**config.mk**
```make
export PLATFORM = sky130hd
export DESIGN_NAME = local_ni
export DESIGN_NICKNAME = d
export VERILOG_FILES = /design/src/rtl/local_ni.sv
export SDC_FILE = /design/constraint.sdc
export NUM_CORES = 1
export LEC_CHECK = 0
export CAP_MARGIN = 20
export CELL_PAD_IN_SITES_DETAIL_PLACEMENT = 0
export CELL_PAD_IN_SITES_GLOBAL_PLACEMENT = 1
export CORE_MARGIN = 5
export CORE_UTILIZATION = 40
export CTS_CLUSTER_DIAMETER = 80
export DETAILED_ROUTE_END_ITERATION = 8
export PLACE_DENSITY = 0.78
export SYNTH_ARGS = -nofsm -noshare
export SYNTH_HDL_FRONTEND = slang
export SYNTH_SLANG_ARGS = --single-unit
```
**constraint.sdc**
```tcl
create_clock -name clk -period 7.3 [get_ports clk]
set_input_delay 1.46 -clock clk [delete_from_list [all_inputs] [get_ports clk]]
set_output_delay 1.46 -clock clk [all_outputs]
set_load 0.01 [all_outputs]
```
**src/rtl/local_ni.sv**
```systemverilog
// Local network interface: buffers core flits toward the router local input
// (stamping the valid bit and an XY productive vector), and buffers flits
// ejected by the router toward the core. Ejected flits that arrive while the
// ejection buffer is full are dropped and counted.
module local_ni #(
  parameter int WIDTH_PORT = 64,
  parameter int WIDTH_PV   = 5,
  parameter int POS_VALID  = 63,
  parameter int POS_X_LSB  = 0,
  parameter int POS_Y_LSB  = 3,
  parameter int CORD_X     = 0,
  parameter int CORD_Y     = 0,
  parameter int INJ_DEPTH  = 4,
  parameter int EJ_DEPTH   = 4
) (
  input  logic                  clk,
  input  logic                  reset,
  input  logic                  inj_valid,
  input  logic [WIDTH_PORT-1:0] inj_data,
  output logic                  inj_ready,
  input  logic [3:0]            link_vld,
  output logic [WIDTH_PORT-1:0] dinLocal,
  output logic [WIDTH_PV-1:0]   PVLocal,
  input  logic [WIDTH_PORT-1:0] doutLocal,
  output logic                  ej_valid,
  output logic [WIDTH_PORT-1:0] ej_data,
  input  logic                  ej_ready,
  output logic                  ej_drop,
  output logic [7:0]            drop_cnt
);

  localparam int IAW = (INJ_DEPTH > 1) ? $clog2(INJ_DEPTH) : 1;
  localparam int ICW = $clog2(INJ_DEPTH) + 1;
  localparam int EAW = (EJ_DEPTH > 1) ? $clog2(EJ_DEPTH) : 1;
  localparam int ECW = $clog2(EJ_DEPTH) + 1;

  logic [WIDTH_PORT-1:0] r_inj_mem [INJ_DEPTH];
  logic [IAW-1:0]        r_inj_wr, r_inj_rd;
  logic [ICW-1:0]        r_inj_cnt;
  logic                  r_inj_ready;
  logic [WIDTH_PORT-1:0] r_din;
  logic [WIDTH_PV-1:0]   r_pv;

  logic [WIDTH_PORT-1:0] r_ej_mem [EJ_DEPTH];
  logic [EAW-1:0]        r_ej_wr, r_ej_rd;
  logic [ECW-1:0]        r_ej_cnt;
  logic                  r_ej_drop;
  logic [7:0]            r_drop_cnt;

  logic                  w_inj_push, w_inj_pop;
  logic [ICW-1:0]        w_inj_cnt_nxt;
  logic [WIDTH_PORT-1:0] w_inj_head;
  logic [2:0]            w_dst_x, w_dst_y;
  logic [WIDTH_PV-1:0]   w_pv;
  logic                  w_ej_arr, w_ej_pop, w_ej_full, w_ej_push, w_ej_drop;

  // Injection/ejection handshakes and the XY route of the injection head.
  always_comb begin
    w_inj_push    = inj_valid && r_inj_ready;
    w_inj_pop     = (r_inj_cnt != '0) && (link_vld != 4'b1111);
    w_inj_cnt_nxt = r_inj_cnt + ICW'(w_inj_push) - ICW'(w_inj_pop);
    w_inj_head    = r_inj_mem[r_inj_rd];
    w_dst_x       = w_inj_head[POS_X_LSB +: 3];
    w_dst_y       = w_inj_head[POS_Y_LSB +: 3];
    w_pv          = '0;
    if (w_dst_x > 3'(CORD_X))      w_pv[1] = 1'b1;
    else if (w_dst_x < 3'(CORD_X)) w_pv[3] = 1'b1;
    else if (w_dst_y > 3'(CORD_Y)) w_pv[0] = 1'b1;
    else if (w_dst_y < 3'(CORD_Y)) w_pv[2] = 1'b1;
    else                           w_pv[4] = 1'b1;
    w_ej_arr  = doutLocal[POS_VALID];
    w_ej_pop  = (r_ej_cnt != '0) && ej_ready;
    w_ej_full = (r_ej_cnt == ECW'(EJ_DEPTH));
    w_ej_push = w_ej_arr && (!w_ej_full || w_ej_pop);
    w_ej_drop = w_ej_arr && w_ej_full && !w_ej_pop;
  end

  // Buffer storage; contents are don't-care while the occupancy is zero.
  always_ff @(posedge clk) begin
    if (reset && w_inj_push) r_inj_mem[r_inj_wr] <= inj_data;
    if (reset && w_ej_push)  r_ej_mem[r_ej_wr]   <= doutLocal;
  end

  // Injection pointers, occupancy, registered ready and router-side outputs.
  // inj_ready is registered from the next occupancy so it has no input path.
  always_ff @(posedge clk) begin
    if (!reset) begin
      r_inj_wr    <= '0;
      r_inj_rd    <= '0;
      r_inj_cnt   <= '0;
      r_inj_ready <= 1'b0;
      r_din       <= '0;
      r_pv        <= '0;
    end else begin
      if (w_inj_push)
        r_inj_wr <= (r_inj_wr == IAW'(INJ_DEPTH - 1)) ? '0 : r_inj_wr + IAW'(1);
      if (w_inj_pop)
        r_inj_rd <= (r_inj_rd == IAW'(INJ_DEPTH - 1)) ? '0 : r_inj_rd + IAW'(1);
      r_inj_cnt   <= w_inj_cnt_nxt;
      r_inj_ready <= (w_inj_cnt_nxt != ICW'(INJ_DEPTH));
      if (w_inj_pop) begin
        r_din            <= w_inj_head;
        r_din[POS_VALID] <= 1'b1;
        r_pv             <= w_pv;
      end else begin
        r_din <= '0;
        r_pv  <= '0;
      end
    end
  end

  // Ejection pointers, occupancy, drop pulse and saturating drop counter.
  always_ff @(posedge clk) begin
    if (!reset) begin
      r_ej_wr    <= '0;
      r_ej_rd    <= '0;
      r_ej_cnt   <= '0;
      r_ej_drop  <= 1'b0;
      r_drop_cnt <= '0;
    end else begin
      if (w_ej_push)
        r_ej_wr <= (r_ej_wr == EAW'(EJ_DEPTH - 1)) ? '0 : r_ej_wr + EAW'(1);
      if (w_ej_pop)
        r_ej_rd <= (r_ej_rd == EAW'(EJ_DEPTH - 1)) ? '0 : r_ej_rd + EAW'(1);
      r_ej_cnt  <= r_ej_cnt + ECW'(w_ej_push) - ECW'(w_ej_pop);
      r_ej_drop <= w_ej_drop;
      if (w_ej_drop && (r_drop_cnt != 8'hFF)) r_drop_cnt <= r_drop_cnt + 8'd1;
    end
  end

  assign inj_ready = r_inj_ready;
  assign dinLocal  = r_din;
  assign PVLocal   = r_pv;
  assign ej_valid  = (r_ej_cnt != '0);
  assign ej_data   = r_ej_mem[r_ej_rd];
  assign ej_drop   = r_ej_drop;
  assign drop_cnt  = r_drop_cnt;

endmodule

```
Word level (Yosys, flattened, before mapping):

Memory sizes are Yosys's and may differ from the RTL's. A register that Yosys moved wholly into a read port is not among the register bits.
Cells that the tools add are included.

* mux-type cells: 18
* $lt $le $gt $ge: 4
* equality and inequality tests: 8
* bitwise logic cells: 2
* reductions and logical operators: 18
* add/subtract/negate cells: 9

Operators with widths (count)
* 2-to-1 mux 64 bit: 1
* 2-to-1 mux 2 bit: 8
* logical AND 1 bit: 9
* 2-to-1 mux 1 bit: 9
* adder 2 x 1 -> 2 bit, second input constant: 4
* adder 8 x 1 -> 8 bit, second input constant: 1
* == test 2 bit, second input constant: 4
* inequality test 8 bit, second input constant: 1
* adder 3 x 1 -> 3 bit: 2
* > comparator 3 x 1 -> 1 bit, second input constant: 2
* less-than comparator 3 x 1 -> 1 bit, second input constant: 2
* nonzero test 3 bit: 2
* subtractor 3 x 1 -> 3 bit: 2
* OR reduction 5 bit: 1
* inequality test 4 bit, second input constant: 1
* OR reduction 4 bit: 1
* == test 3 bit, second input constant: 1
* inequality test 3 bit, second input constant: 1
* OR reduction 3 bit: 1
* logical NOT 1 bit: 2
* NOT 1 bit: 2
* AND reduction 2 bit: 1
* logical OR 1 bit: 1

* logic and storage cells: 76
* input bits: 136
* memories: 2
* bits in writable memories: 512
* flip-flop bits (word level): 93

Memory list
* r_ej_mem: depth 4, bits a word 64, rd ports 1, clocked after Yosys merged registers in 1, write ports 1, RTL line 44 `logic [WIDTH_PORT-1:0] r_ej_mem [EJ_DEPTH];`
* r_inj_mem: depth 4, bits a word 64, rd ports 1, clocked after Yosys merged registers in 1, write ports 1, RTL line 37 `logic [WIDTH_PORT-1:0] r_inj_mem [INJ_DEPTH];`

Depth between registers and ports, before layout:

* depth after elaboration: 7
* depth in mapped cells: 10
* mapped depth without buffers: 10

Worst setup path before layout:

OpenSTA, ideal clock, no wires.

* path type: input-to-reg
* start point: input port reset
* end point: memory r_ej_mem[0][0] (enable)
* stages: 3
* buffers on the path: 2
* data arrival time: 3532 ps
* path slack: 3339 ps
* required time: 6871 ps
* library setup time: 429 ps
* path through: clkbuf_1 > clkbuf_1 > and3_1

* word-level cells in the longest chain between the ends: 3

Ends and longest elaborated chain
* from (decl): RTL line 17 `input logic reset,`
* logical AND 1 bit: RTL line 81 `if (reset && w_ej_push) r_ej_mem[r_ej_wr] <= doutLocal;`
* 2-to-1 mux 1 bit: RTL line 81
* 2-to-1 mux 1 bit (implied by the code): RTL line 81
* to (decl): RTL line 44

No other way between the ends.

==> metrics.cfg <==
[route]
final_antenna_net_count = 0
viasPerCell = 5.064
routed_wl_um = 43760
initialDrtViolationCount = 463
dr.pass1.iters = 4
vias = 10220
drc = 0
wire_per_inst_um = 21.69

[yosys]
synth_edf_count = 508
netlist_area_sq_mm = 0.02150
synth_area_leader_cell = edfxtp_1
ys_ff_latch = 603
synth.most_common_cell = edfxtp_1
synthTopCellsByCount = edfxtp_1, mux4_2, dfxtp_1
synth_seq_area_share_pct = 79.79
yosysUniqueCellTypes = 43
synth_area_leaders = edfxtp_1, mux4_2, dfxtp_1
async_reset_ff_share_pct = 0
ys.flop_type = edfxtp_1
syn_inst = 967
yosysTopAreaCellShare_pct = 70.95
ys_warn_count = 0
syn_avg_cell_area_sq_um = 22.24

[pwr]
ir_drop_mv = 0.2098
power_w = 0.009010
power.leakage_nw = 8.856
p_per_area_mw_per_mm2 = 334.1

[sta]
fin_setup_tns_ps = 0
relSlewSlack_pct = 32.11
grt_setup_unrepaired = no
slew_viol_final = 0
max_freq_mhz = 215.4
tightest_slew_ps = 1018
hold_viol = 0
finalClockSkew_ps = 24.54
fin_crit_sh_pct = 63.61
fin_crit_ps = 4643
setup_viol = 0

[clock_network]
h-tree-depth = 2
insertion_delay_ps = 610
post_cts_resized = 0
cts_sinks = 603
cts_tree = built
root_buffer = clkbuf_16
cts_setup_buffers = 0
clk_pin_slew_ps = 60
cts_made_buffers = 60
ctsHoldBuffers = 0
clockBufferDepth = 3

[placement]
hpwlAfterDp_um = 25900
place_congestion = 0.7173
port_buffers = 276

[worst_hold_path]
hp-start = r_inj_rd[1]
hp-class = flop to flop

[final_layout]
drive_above_1_share_pct = 19.47
post-route-util_pct = 50.42
nets = 1423
fillers = 4259
syn_to_final_growth_pct = 25.43

[floorplan]
initial_utilization_pct = 40.19
dieArea_sq_mm = 0.05849
core_sq_mm = 0.05350
ios = 280
core.rowCount = 85
fp.dieH_um = 241.9
die_w_um = 241.9

[critical_path]
required_ps = 5840
arrival_ps = 3180
critPathSlowestCell = dfxtp_4
cp_cell_sequence = buf_4 -> mux4_2 -> clkdlybuf4s50_1
rr_startpoint = r_ej_cnt[1]
worstSetupEndpointType = output port
cp_max_fo = 45
worstSetupStartpointType = flop
crit_type = flop to output port
slowest_delay_ps = 970

[global_route]
grt_max_degree = 67
grt_usage_pct = 14.80
antenna_found_initial = 7
grt-ovfl-total = 0
grt_first_pass_wirelength_um = 67340
grt_pass1_vias = 11080

[job]
max_cap_violations = 0

[outcome]
status = finished, final reports clean

## through the flow
stage          cells  setup WS, ps  hold slack (ps)  area [sq um]
3_3_place_gp    1906          2805            465.3         25060
6_report        2018          2657            491.5         26970
4_1_cts         2016          2437            495.9         26960
5_1_grt         2016          2328            525.2         26960
2_1_floorplan    968          3339            454.1         21510
3_5_place_dp    1906          2779            482.2         25060
## layout make-up
class	instances	area (sq um)	share of cell area, %
timing repair buffer	290	2863	10.61
tap	696	870.8	3.229
clock inverter	29	220.2	0.8165
multi-input combinational	307	4125	15.30
inverter	10	37.54	0.1392
antenna	2	5.005	0.01856
sequential	603	17170	63.65
clock buffer	81	1682	6.235
## worst paths after layout
| kind | end | slack, ps | cells after the start |
|---|---|---|---|
| worst max-delay path | ej_data[26] | 2660 | 3 |
| worst min-delay path | flop | 490 | 2 |
| worst max register to register | r_ej_mem[2][46] | 4510 | 4 |
| worst min register to register | flop | 490 | 2 |
## worst max-delay path: cells and delay by family (launching register included)
kind                   cells  cell delay, ps
multiplexers               1             570
flip-flops                 1             970
buffers and inverters      2            1030
## registers in the layout, indices dropped and copies added (netlist names), named ones only
signal / count
r_inj_wr: 2
r_inj_mem: 252
drop_cnt: 8
r_ej_mem: 256
ej_drop: 1
r_ej_wr: 2
r_inj_cnt: 3
PVLocal: 3
r_ej_cnt: 3
inj_ready: 1
dinLocal: 64
r_inj_rd: 2
r_ej_rd: 2
## power by group
group | internal [W] | total (W) | switching [W]
clock network | 0.00168 | 0.00293 | 0.00125
registers | 0.00401 | 0.00424 | 0.000227
logic | 0.00106 | 0.00184 | 0.000779
total | 0.00676 | 0.00901 | 0.00225
## logic make-up after synthesis
| family | Yosys count | share of synthesized area, % |
|---|---|---|
| xor+xnor | 5 | 0.2037 |
| compound gates | 25 | 0.7448 |
| mux | 129 | 13.40 |
| buf+inv | 58 | 1.245 |
| other cells | 1 | 0.01744 |
| fa+ha+maj | 15 | 0.9427 |
| flops | 603 | 79.79 |
| simple gates | 131 | 3.660 |
## metal layers
| metal | GRT usage (%) | wire [um] | vias to the layer above | share of wire, % |
|---|---|---|---|---|
| met5 | 0 | 41 | - | 0.094 |
| met4 | 3.172 | 823 | 6 | 1.9 |
| met3 | 5.908 | 4401 | 69 | 10 |
| met2 | 24.02 | 20950 | 325 | 48 |
| met1 | 19.13 | 17550 | 5245 | 40 |
| li1 | - | - | 4575 | - |
## layout by cell type (no fill, tap or decap), types with 3 or more instances in the layout
| cell | n |
|---|---|
| nor2_1 | 11 |
| dfxtp_1 | 91 |
| clkdlybuf4s50_1 | 275 |
| edfxtp_1 | 508 |
| clkinv_2 | 11 |
| inv_1 | 9 |
| and3_2 | 5 |
| or3_1 | 5 |
| o21ai_0 | 4 |
| inv_6 | 5 |
| mux4_2 | 127 |
| ha_1 | 13 |
| nand3_1 | 4 |
| a21oi_1 | 13 |
| and2_1 | 5 |
| and3_1 | 67 |
| clkinv_1 | 7 |
| clkbuf_8 | 8 |
| clkbuf_16 | 61 |
| clkbuf_1 | 12 |
| clkinvlp_4 | 4 |
| xnor2_1 | 3 |
| and3_4 | 4 |
| buf_4 | 14 |
| nand2_1 | 16 |
No activity file was read; power rests on OpenSTA's default activity.
==> patch: new RTL, same settings <==
`INJ_DEPTH`: 4 -> 2.
--- a/src/rtl/local_ni.sv
+++ b/src/rtl/local_ni.sv
@@ -10,7 +10,7 @@
   parameter int POS_Y_LSB  = 3,
   parameter int CORD_X     = 0,
   parameter int CORD_Y     = 0,
-  parameter int INJ_DEPTH  = 4,
+  parameter int INJ_DEPTH  = 2,
   parameter int EJ_DEPTH   = 4
 ) (
   input  logic                  clk,
Behaviour: not the same (Yosys sat finds a counterexample within 4 cycles, from zero or initial values and one cycle with reset low).
==> patch against the unedited design <==
- clock skew rose by 0.0053 ns
- register-to-register slack improved by 0.32 ns
- power fell by 22%
- worst setup slack improved by 0.16 ns
- sequential cell count fell by 130
- cell area fell by 21%
- routed wire length fell by 24%
- area after synthesis fell by 23%
- critical path type unchanged
- critical endpoint is now ej_data[2]
- highest routed layer unchanged
==> patch: results (changes against the unedited design) <==
antenna violations before repair 3 (-4); fin util 0.526 (+0.0215); final clock skew 0.0299 ns (+0.00533 ns); most frequent cells after synthesis edfxtp_1 (382), dfxtp_1 (91), nor2_1 (77); Critical Path End ej_data[2]; final cell count without fillers 1683 (-17%); Fillers 3295 (-23%); gr usage total 0.146 (-0.00255); multi-input gate count 293 (-4.6%); Non-clk invs 9 (-1); Worst Hold Launch r_inj_mem[0][35]$_DFFE_PP_; Syn Inst Count 807 (-17%); Worst path max stage delay 0.84 ns (-0.13 ns); Reg2Reg Capture Point r_ej_mem[1][22]$_DFFE_PP_; Worst R2R Setup Slack 4.83 ns (+0.32 ns); cells taking the most area after synthesis edfxtp_1 (70%), dfxtp_1 (11%), mux4_2 (8.8%), mux2i_1 (3.8%), nor2_1 (1.8%); Post-synth EDFFs 382 (-25%); Comb power frac 0.197 (-0.007); Signal buf overhead 0.134 (+0.0277); worst vdd ir 219 µV (+4.2%); drt initial violations 500 (+8.0%); DR vias/cell 4.90 (-3.3%); first-pass GRT wire length 50400 µm (-25%); clock buffers 69 (-15%); sequential area share after synthesis 0.808 (+0.00988); area post-placement 19800 µm² (-21%); Setup WS pre-CTS 2.91 ns (+0.133 ns); largest net degree at the start of global routing 65 (-3.0%); layout cells sized above 1 0.142 (-0.0522); Die W 213 µm (-12%); Slew @ Worst Pin 1.04 ns (+0.0250 ns); Clk pwr share 0.335 (+0.010); sequential fraction of total cell area 0.621 (-0.0153); number of global-route vias before repair 8563 (-23%); placed insts 1593 (-16%); reg2reg start r_ej_cnt[1]$_SDFF_PN0_; status finished, final reports clean; crit path DAT 3.02 ns (-0.16 ns); Clock H-tree levels 2 (unchanged); count of plain and timing-repair buffers in the layout 287 (-1.0%); diode count 0 (-2); Leak 7.00 nW (-21%); register bit total from synthesis 473 (-22%); unique cell type count in the Yosys netlist 44 (+2.3%); CTS Buf Count 49 (-18%); GRT overflow 0 (unchanged); Max FO, Critical Path 39 (-13%); Worst path slowest cell dfxtp_2; multi-input gate share of the layout cell area 0.140 (-0.0127); Net Sw Power 0.00175 W (-23%); hold_ws 0.472 ns (-0.0191 ns); HPWL Detailed 20400 µm (-21%); power density over the cells 328 nW/µm² (-1.9%); asr flop ratio synth 0 (unchanged); wire per inst 19.8 µm (-8.5%); clk_lat worst skew 0.58 ns (-0.03 ns); clk tree area frac 0.0720 (+0.00153); fin crit period 4.48 ns (-0.164 ns); RD Place Congestion 0.728 (+1.5%)
## patch: cell types whose count changed after synthesis, sizes merged, moves of 18 or more
cell    unedited run  this run
clkbuf            30        12
mux2i              2        63
and3              76         6
mux4             127        64
edfxtp           508       382
nor2              11        77
## patch: per-layer routing
metal	global-route usage	share of wire	up-vias
li1	-	-	3777
met1	0.188	0.41	4103
met2	0.220	0.45	298
met3	0.0679	0.12	58
met4	0.0479	0.024	6
met5	0	0.0014	-
## patch: kinds of logic (layout without fill, tap and decap cells)
group / count (synthesis) / in the layout / synth area share
xor+xnor: 6 / 6 / 0.00319
flops: 473 / 473 / 0.808
other cells: 1 / 2 / 0.000228
buf+inv: 42 / 385 / 0.0109
mux: 127 / 127 / 0.126
fa+ha+maj: 10 / 10 / 0.00806
compound gates: 23 / 23 / 0.00882
simple gates: 125 / 125 / 0.0351
## patch: worst register-to-register path: cells and delay by family (launching register included)
kind,cells,cell delay [ns]
buf+inv,1,0.36
flops,1,0.37
simple gates,3,1.24
